===== config.mk =====
export PLATFORM = sky130hd
export DESIGN_NAME = seq_detector_n_flat
export DESIGN_NICKNAME = d
export VERILOG_FILES = /design/src/rtl/seq_det_pkg.sv /design/src/rtl/seq_detector_n_if.sv /design/src/rtl/seq_det_window.sv /design/src/rtl/seq_detector_n.sv /design/src/flat_wrapper.sv
export SDC_FILE = /design/constraint.sdc
export NUM_CORES = 1
export LEC_CHECK = 0
export ABC_AREA = 1
export CORE_ASPECT_RATIO = 0.9
export CORE_MARGIN = 2
export CORE_UTILIZATION = 46
export CTS_CLUSTER_DIAMETER = 30
export DETAILED_ROUTE_END_ITERATION = 6
export PLACE_DENSITY = 0.75
export SYNTH_ARGS = -nofsm -noshare
export SYNTH_HDL_FRONTEND = slang
export SYNTH_SLANG_ARGS = --single-unit

===== constraint.sdc =====
create_clock -name clk -period 1.4 [get_ports clk]
set_input_delay 0.28 -clock clk [delete_from_list [all_inputs] [get_ports clk]]
set_output_delay 0.28 -clock clk [all_outputs]
set_load 0.02 [all_outputs]

===== src/rtl/seq_det_pkg.sv =====
// ---------------------------------------------------------------------------
// seq_det_pkg
// Shared types and limits for the programmable serial pattern detector.
//   t_state      : detector FSM state (search for a match / hold the y window)
//   PAT_W_MAX    : largest supported pattern length
//   HOLD_CYC_MAX : longest supported y window (fits the 4-bit hold counter)
// ---------------------------------------------------------------------------
package seq_det_pkg;

  localparam int PAT_W_MAX    = 16;
  localparam int HOLD_CYC_MAX = 15;

  typedef enum logic [0:0] {
    S_SEARCH = 1'b0,
    S_HOLD   = 1'b1
  } t_state;

endpackage


===== src/rtl/seq_detector_n_if.sv =====
// ---------------------------------------------------------------------------
// seq_detector_n_if
// Bundles the serial stream, configuration and match outputs of
// seq_detector_n.
//   x, x_valid       : qualified serial bit
//   pattern, overlap : configuration, latched by load
//   load             : latch configuration and restart the search
//   y, match_pulse   : registered match window and one-cycle match strobe
// modport master = stream/config source, modport slave = the detector.
// ---------------------------------------------------------------------------
interface seq_detector_n_if #(
  parameter int PAT_W = 4
);

  logic             x;
  logic             x_valid;
  logic [PAT_W-1:0] pattern;
  logic             overlap;
  logic             load;
  logic             y;
  logic             match_pulse;

  modport master (
    output x, x_valid, pattern, overlap, load,
    input  y, match_pulse
  );

  modport slave (
    input  x, x_valid, pattern, overlap, load,
    output y, match_pulse
  );

endinterface


===== src/rtl/seq_det_window.sv =====
// ---------------------------------------------------------------------------
// seq_det_window
// Serial window shift register, fill counter and pattern comparator.
//   clk, rst  : clock, synchronous active-high reset
//   clear     : restart the window (load)
//   accept    : shift x into the window this cycle
//   x         : serial bit
//   keep_fill : 1 = overlapping mode, window stays full after a hit
//   pat       : latched target pattern, MSB received first
//   hit       : combinational; the bit being accepted completes a match
// ---------------------------------------------------------------------------
module seq_det_window #(
  parameter int PAT_W = 4
) (
  input  logic             clk,
  input  logic             rst,
  input  logic             clear,
  input  logic             accept,
  input  logic             x,
  input  logic             keep_fill,
  input  logic [PAT_W-1:0] pat,
  output logic             hit
);

  localparam int FILL_W = $clog2(PAT_W + 1);
  localparam logic [FILL_W-1:0] FILL_FULL = FILL_W'(PAT_W);

  logic [PAT_W-1:0]  sh_q, sh_d, sh_shift;
  logic [FILL_W-1:0] fill_q, fill_d, fill_inc;

  // NOTE: every variable assigned here gets a default first, so no path
  // leaves it unassigned and no latch is inferred.
  always_comb begin
    sh_shift = {sh_q[PAT_W-2:0], x};
    fill_inc = (fill_q == FILL_FULL) ? fill_q : fill_q + FILL_W'(1);
    // Match is judged on the post-shift window so the hit lines up with the
    // edge that accepts the final bit.
    hit      = accept && (fill_inc == FILL_FULL) && (sh_shift == pat);
    sh_d     = sh_q;
    fill_d   = fill_q;
    if (clear) begin
      sh_d   = '0;
      fill_d = '0;
    end else if (accept) begin
      sh_d   = sh_shift;
      // Non-overlapping mode demands PAT_W fresh bits after every match.
      fill_d = (hit && !keep_fill) ? '0 : fill_inc;
    end
  end

  // NOTE: sequential state uses non-blocking assignments so every flop
  // samples the pre-edge value of every other flop.
  always_ff @(posedge clk) begin
    if (rst) begin
      sh_q   <= '0;
      fill_q <= '0;
    end else begin
      sh_q   <= sh_d;
      fill_q <= fill_d;
    end
  end

endmodule


===== src/rtl/seq_detector_n.sv =====
// ---------------------------------------------------------------------------
// seq_detector_n
// Programmable serial pattern detector with overlapping / non-overlapping
// match modes and a retriggerable HOLD_CYC-cycle match window.
//   clk         : clock, rising edge
//   rst         : synchronous active-high reset (clears configuration too)
//   bus         : seq_detector_n_if.slave (x, x_valid, pattern, overlap,
//                 load in; y, match_pulse out; all outputs registered)
//   match_count : saturating match counter, present only when
//                 SEQDET_MATCH_CNT_EN is defined
// Optional feature macro: SEQDET_MATCH_CNT_EN
// ---------------------------------------------------------------------------
module seq_detector_n
  import seq_det_pkg::*;
#(
  parameter int PAT_W    = 4,
  parameter int HOLD_CYC = 2,
  parameter int CNT_W    = 8
) (
  input  logic             clk,
  input  logic             rst,
  seq_detector_n_if.slave  bus
`ifdef SEQDET_MATCH_CNT_EN
  ,
  output logic [CNT_W-1:0] match_count
`endif
);

  if (PAT_W < 2 || PAT_W > PAT_W_MAX) begin : g_bad_pat_w
    $error("seq_detector_n: PAT_W out of range");
  end
  if (HOLD_CYC < 1 || HOLD_CYC > HOLD_CYC_MAX) begin : g_bad_hold_cyc
    $error("seq_detector_n: HOLD_CYC out of range");
  end
  if (CNT_W < 1) begin : g_bad_cnt_w
    $error("seq_detector_n: CNT_W must be at least 1");
  end

  localparam logic [3:0] HOLD_LOAD = 4'(HOLD_CYC - 1);

  t_state           state_q, state_d;
  logic [3:0]       hold_cnt_q, hold_cnt_d;
  logic             pulse_q, pulse_d;
  logic [PAT_W-1:0] pat_q, pat_d;
  logic             ovl_q, ovl_d;
  logic             accept;
  logic             hit;

  // The bit presented alongside load is discarded.
  assign accept = bus.x_valid && !bus.load;

  seq_det_window #(.PAT_W(PAT_W)) u_window (
    .clk       (clk),
    .rst       (rst),
    .clear     (bus.load),
    .accept    (accept),
    .x         (bus.x),
    .keep_fill (ovl_q),
    .pat       (pat_q),
    .hit       (hit)
  );

  always_comb begin
    state_d    = state_q;
    hold_cnt_d = hold_cnt_q;
    pulse_d    = 1'b0;
    pat_d      = pat_q;
    ovl_d      = ovl_q;
    if (bus.load) begin
      pat_d      = bus.pattern;
      ovl_d      = bus.overlap;
      state_d    = S_SEARCH;
      hold_cnt_d = '0;
    end else if (hit) begin
      // A hit in either state (re)starts a full window.
      state_d    = S_HOLD;
      hold_cnt_d = HOLD_LOAD;
      pulse_d    = 1'b1;
    end else if (state_q == S_HOLD) begin
      if (hold_cnt_q == '0) begin
        state_d = S_SEARCH;
      end else begin
        hold_cnt_d = hold_cnt_q - 4'd1;
      end
    end
  end

  always_ff @(posedge clk) begin
    if (rst) begin
      state_q    <= S_SEARCH;
      hold_cnt_q <= '0;
      pulse_q    <= 1'b0;
      pat_q      <= '0;
      ovl_q      <= 1'b0;
    end else begin
      state_q    <= state_d;
      hold_cnt_q <= hold_cnt_d;
      pulse_q    <= pulse_d;
      pat_q      <= pat_d;
      ovl_q      <= ovl_d;
    end
  end

  // y is a pure decode of the state flop, so it stays registered.
  assign bus.y           = (state_q == S_HOLD);
  assign bus.match_pulse = pulse_q;

`ifdef SEQDET_MATCH_CNT_EN
  logic [CNT_W-1:0] cnt_q, cnt_d;

  always_comb begin
    cnt_d = cnt_q;
    if (bus.load) begin
      cnt_d = '0;
    end else if (hit && (cnt_q != '1)) begin
      cnt_d = cnt_q + CNT_W'(1);
    end
  end

  always_ff @(posedge clk) begin
    if (rst) begin
      cnt_q <= '0;
    end else begin
      cnt_q <= cnt_d;
    end
  end

  assign match_count = cnt_q;
`endif

endmodule


===== src/flat_wrapper.sv =====
// flat-port wrapper written by rule: the top's interface ports become plain ports
module seq_detector_n_flat import seq_det_pkg::*;
#(
  parameter int PAT_W    = 4,
  parameter int HOLD_CYC = 2,
  parameter int CNT_W    = 8
)
  (clk, rst, bus_x, bus_x_valid, bus_pattern, bus_overlap, bus_load, bus_y, bus_match_pulse);
  seq_detector_n_if #(.PAT_W(PAT_W)) bus_i ();
  input  logic clk;
  input  logic rst;
  input wire logic [$bits(bus_i.x)-1:0] bus_x;
  input wire logic [$bits(bus_i.x_valid)-1:0] bus_x_valid;
  input wire logic [$bits(bus_i.pattern)-1:0] bus_pattern;
  input wire logic [$bits(bus_i.overlap)-1:0] bus_overlap;
  input wire logic [$bits(bus_i.load)-1:0] bus_load;
  output wire logic [$bits(bus_i.y)-1:0] bus_y;
  output wire logic [$bits(bus_i.match_pulse)-1:0] bus_match_pulse;
  assign bus_i.x = bus_x;
  assign bus_i.x_valid = bus_x_valid;
  assign bus_i.pattern = bus_pattern;
  assign bus_i.overlap = bus_overlap;
  assign bus_i.load = bus_load;
  assign bus_y = bus_i.y;
  assign bus_match_pulse = bus_i.match_pulse;
  seq_detector_n #(.PAT_W(PAT_W), .HOLD_CYC(HOLD_CYC), .CNT_W(CNT_W)) u_core (.clk(clk), .rst(rst), .bus(bus_i));
endmodule

After elaboration in Yosys (flattened, before gate mapping)
Cells that the tools add are included.

storage, ports and cells
  flip-flop bits (word level) = 17
  bits of input ports = 10
  output and inout bits = 2
  logic and storage cells = 36

operators by class
  add/subtract/negate cells = 2
  equal/unequal tests = 4
  mux-type cells = 9
  bitwise logic cells = 1
  reduce and logical (&&, ||, !) cells = 12

operator list
  cell                   number
  $mux W1                7
  $eq A3 B3 Y1 const B   2
  $mux W3                2
  $eq A4 B4 Y1           1
  $logic_and A1 B1 Y1    4
  $logic_not A4 Y1       1
  $reduce_and A2 Y1      2
  $sub A4 B1 Y4 const B  1
  $add A3 B1 Y3 const B  1
  $reduce_or A3 Y1       1
  $logic_not A1 Y1       2
  $ne A2 B1 Y1 const B   1
  $reduce_bool A2 Y1     1
  $reduce_or A2 Y1       1
  $not A1 Y1             1

Depth between registers and ports, before layout
Gate-level depths: netlist of the first run.

  word-level depth = 7
  mapped depth = 10

Modules after synthesis
A second synthesis of the first run with hierarchy kept.

second synthesis, totals
  cells, all modules = 121
  area total of the unflattened synthesis = 854.6 um^2

modules (own cells, without submodules)
  module          times used  cells each  area an instance (um^2)  seq. area each (um^2)
  seq_detector_n  1           64          480.5                    220.2
  seq_det_window  1           57          374.1                    120.1

Worst setup path after synthesis of the first run
No wires, ideal clock.

  kind = register -> register
  from = register u_core.u_window.fill_q[0]
  to = register u_core.hold_cnt_q[3]
  library setup time = 0.114 ns
  arrival = 1.212 ns
  setup slack = 0.073 ns
  stages on the path, launching flop included = 9
  path buffers = 0
  clock period less this slack = 1.327 ns
  cells stage by stage = dfxtp_1 > inv_1 > ha_1 > nor2_4 > nand3_2 > nor2_2 > nand2_2 > nand2_2 > nor2_1

between the ends
  word-level cells in the longest chain between the ends = 6

RTL lines
  element                                               line                  text
  start: declaration                                    seq_det_window.sv:29  logic [FILL_W-1:0] fill_q, fill_d, fill_inc;
  start signal: assignment                              seq_det_window.sv:59  fill_q <= fill_d;
  $add A3 B1 Y3 / $eq A3 B3 Y1 (equally long branches)  seq_det_window.sv:35  fill_inc = (fill_q == FILL_FULL) ? fill_q : fill_q + FILL_W'(1);
  $mux W3 (*)                                           seq_det_window.sv:35
  $eq A3 B3 Y1 (*)                                      seq_det_window.sv:38  hit = accept && (fill_inc == FILL_FULL) && (sh_shift == pat);
  $logic_and A1 B1 Y1 (*) (2 in series)                 seq_det_window.sv:38
  $reduce_or A3 Y1 (no line) (*)                        -
  end signal: assignment                                seq_detector_n.sv:97  hold_cnt_q <= hold_cnt_d;
  end: declaration                                      seq_detector_n.sv:42  logic [3:0] hold_cnt_q, hold_cnt_d;

Every way passes the cells marked *; elsewhere a longest branch is shown, timed or not.
A chain may end at the register's enable or synchronous reset.

Final worst setup path of the first run
  from = register u_core.u_window.fill_q[1]
  to = register u_core.hold_cnt_q[3]

Same word-level chain as after synthesis.

==> run metrics, run 1 <==
status finished, final reports clean; library cells used by synthesis 22; WP data required 1.58 ns; Rel. slew slack 84.5%; number of placement rows 14; Starting Density 48.6%; setup_tns 0 ns; Num CTS Buffers 3; gr usage total 17.3%; Clock Skews 0.00917 ns; crit path DAT 1.49 ns; largest net degree at the start of global routing 10; cell repeated most along the worst path nand2_2; TritonCTS clock tree done; commonest non-fill, non-tap cell in the layout nand2_1; initial antenna violation count 0; port buffer count 11; Pre-Repair DR Iteration Count 4; Final nets 146; initial DRC count 16; CTS sink cnt 17; antenna viol nets, final 0; die area 2110 sq um; number of global-route vias before repair 685; syn nets 122; Synth Flop Type dfxtp_1; GRT overflow 0; CP endpoint kind register; root buffer cell clkbuf_4; Total Routed Length 1.59 mm; die width 48.2 um; Tightest Pin Transition 0.232 ns; crit-path max cell delay 0.38 ns; RSZ-0062 raised after global routing false; CTS Hold Bufs 0; final hold slack 0.421 ns; total number of vias 756; CTS clk-pin slew, worst paths 0.10 ns; Core Util, Final 64.8%; period utilization 93.3%; drt wl/cell 10.2 um; Synth Instances 109; startpoint class of the critical path register; Die Ht 43.8 um; CTS Buffer Depth 2; Final Slew Violations 0; CP max-delay cell dfxtp_2; # diodes 0; routability cong. 0.804; min cycle time layout 1.31 ns; yosys warns 0; global-route wire length before repair 2.53 mm; clk_lat worst skew 0.29 ns; share of cells above drive strength 1 24.2%; H-tree depth 1; EDFF count, synth 0; crit path kind register to register; critical-path cell list inv_2 > ha_4 > nand2_2 > nand2_1 > nand2_2 > nand2_2 > nor2_2 > nand2_2 > nand2_2 > nor2_1; Overall Power 896 uW; CP Max Fanout 3; Mean Syn Cell Area 7.43 sq um; CORE AREA 1660 sq um; register area share after synthesis 42.0%; worst ir drop on vdd 0.665 mV; final hold viol count 0; synthesized flop and latch total 17; Post-synth ARST share 0%; Vias per Instance 4.85; commonest cells after routing, fill and taps aside 16 x nand2_1, 15 x dfxtp_1, 13 x inv_1; Layout area overhead 33.2%; Leak 0.000460 uW; Cell Pwr Density 831 nW/um^2; endpoints failing setup 0; MaxCap Viol Count 0; # IOs 12; Post-Syn Area 810 sq um; Fmax 765 MHz; # DRC 0; Hold Crit Class input pin to register; hpwl dp 1.17 mm
final cells by class:
class,count,area (sq um)
Clock buffer,4,26.3
Fill cell,145,586
Inverter,18,70.1
Multi-Input combinational cell,74,439
Sequential cell,17,343
Tap cell,24,30.0
Timing Repair Buffer,19,170
stage by stage:
step | instances | setup WS, ns | instance area (sq um)
5_1_grt | 156 | 0.00418 | 1080
6_report | 156 | 0.0936 | 1080
4_1_cts | 155 | 0.00361 | 1030
3_3_place_gp | 151 | -0.132 | 1000
3_5_place_dp | 151 | -0.175 | 1000
2_1_floorplan | 109 | 0.0733 | 810
report_power, final:
group          switching [uW]  internal (uW)  total [uW]
combinational            64.7           67.0         132
sequential               10.1            499         510
clock                     144            111         255
worst max-delay path, delay by kind of cell (launching register included):
kind	cells	cell delay, ns
buffers and inverters	1	0.05
adders and majority gates	1	0.16
DFF	1	0.38
and+or+nand+nor	8	0.60
Yosys cell counts (2+ instances only):
| cell type | n | area [sq um] |
|---|---|---|
| a21oi_1 | 10 | 50.1 |
| dfxtp_1 | 17 | 340 |
| ha_1 | 3 | 37.5 |
| inv_1 | 17 | 63.8 |
| nand2_1 | 20 | 75.1 |
| nand2_2 | 2 | 12.5 |
| nand3_1 | 5 | 25.0 |
| nor2_1 | 11 | 41.3 |
| o21ai_0 | 9 | 45.0 |
| xor2_1 | 3 | 26.3 |
flip-flops by register name, indices dropped and copies added, names as in the netlist:
signal	cells
u_core.hold_cnt_q	4
u_core.pat_q	4
u_core.u_window.fill_q	3
u_core.u_window.sh_q	3
u_core.bus.match_pulse	1
u_core.bus.y	1
u_core.ovl_q	1
cells by family after synthesis:
| kind of cell | Yosys count | synth area share (%) |
|---|---|---|
| and+or+nand+nor | 46 | 26.9 |
| AOI/OAI and AO/OA | 21 | 13.4 |
| buffers and inverters | 18 | 8.66 |
| DFF | 17 | 42.0 |
| xor gates and xnor gates | 4 | 4.33 |
| adders and majority gates | 3 | 4.64 |
final timing paths:
kind,startpoint,endpoint,slack (ns),cells after the start
worst max-delay path,u_core.u_window.fill_q[1]$_SDFFE_PP0P_,u_core.hold_cnt_q[3]$_SDFFE_PP0P_,0.09,10
worst min-delay path,bus_load,u_core.pat_q[1]$_SDFFE_PP0P_,0.42,3
worst max register to register,u_core.u_window.fill_q[1]$_SDFFE_PP0P_,u_core.hold_cnt_q[3]$_SDFFE_PP0P_,0.09,10
worst min register to register,u_core.hold_cnt_q[1]$_SDFFE_PP0P_,u_core.hold_cnt_q[1]$_SDFFE_PP0P_,0.46,2
repair_timing:
action | in CTS | in global routing
gates resized for setup | 3 | 15
buffers inserted | 0 | 1
setup endpoints to repair | 5 | 7
pin swaps | 0 | 4
hold endpoints to repair | 0 | 0
routing by layer:
layer | track usage (%) | up-vias | wire [um]
li1 | - | 393 | -
met1 | 20.4 | 341 | 695
met2 | 25.8 | 16 | 791
met3 | 3.75 | 6 | 47
met4 | 14.1 | 0 | 55
met5 | 0 | - | 0
(Power assumes the default switching activity.)
==> run 2: changes to the inputs <==
--- a/config.mk
+++ b/config.mk
@@ -11,6 +11,8 @@
 export CORE_UTILIZATION = 46
 export CTS_CLUSTER_DIAMETER = 30
 export DETAILED_ROUTE_END_ITERATION = 6
+export GPL_ROUTABILITY_DRIVEN = 1
+export HOLD_SLACK_MARGIN = 0.06
 export PLACE_DENSITY = 0.75
 export SYNTH_ARGS = -nofsm -noshare
 export SYNTH_HDL_FRONTEND = slang
==> results of run 2 <==
Final layout, timing and power as in run 1 (identical DEF).
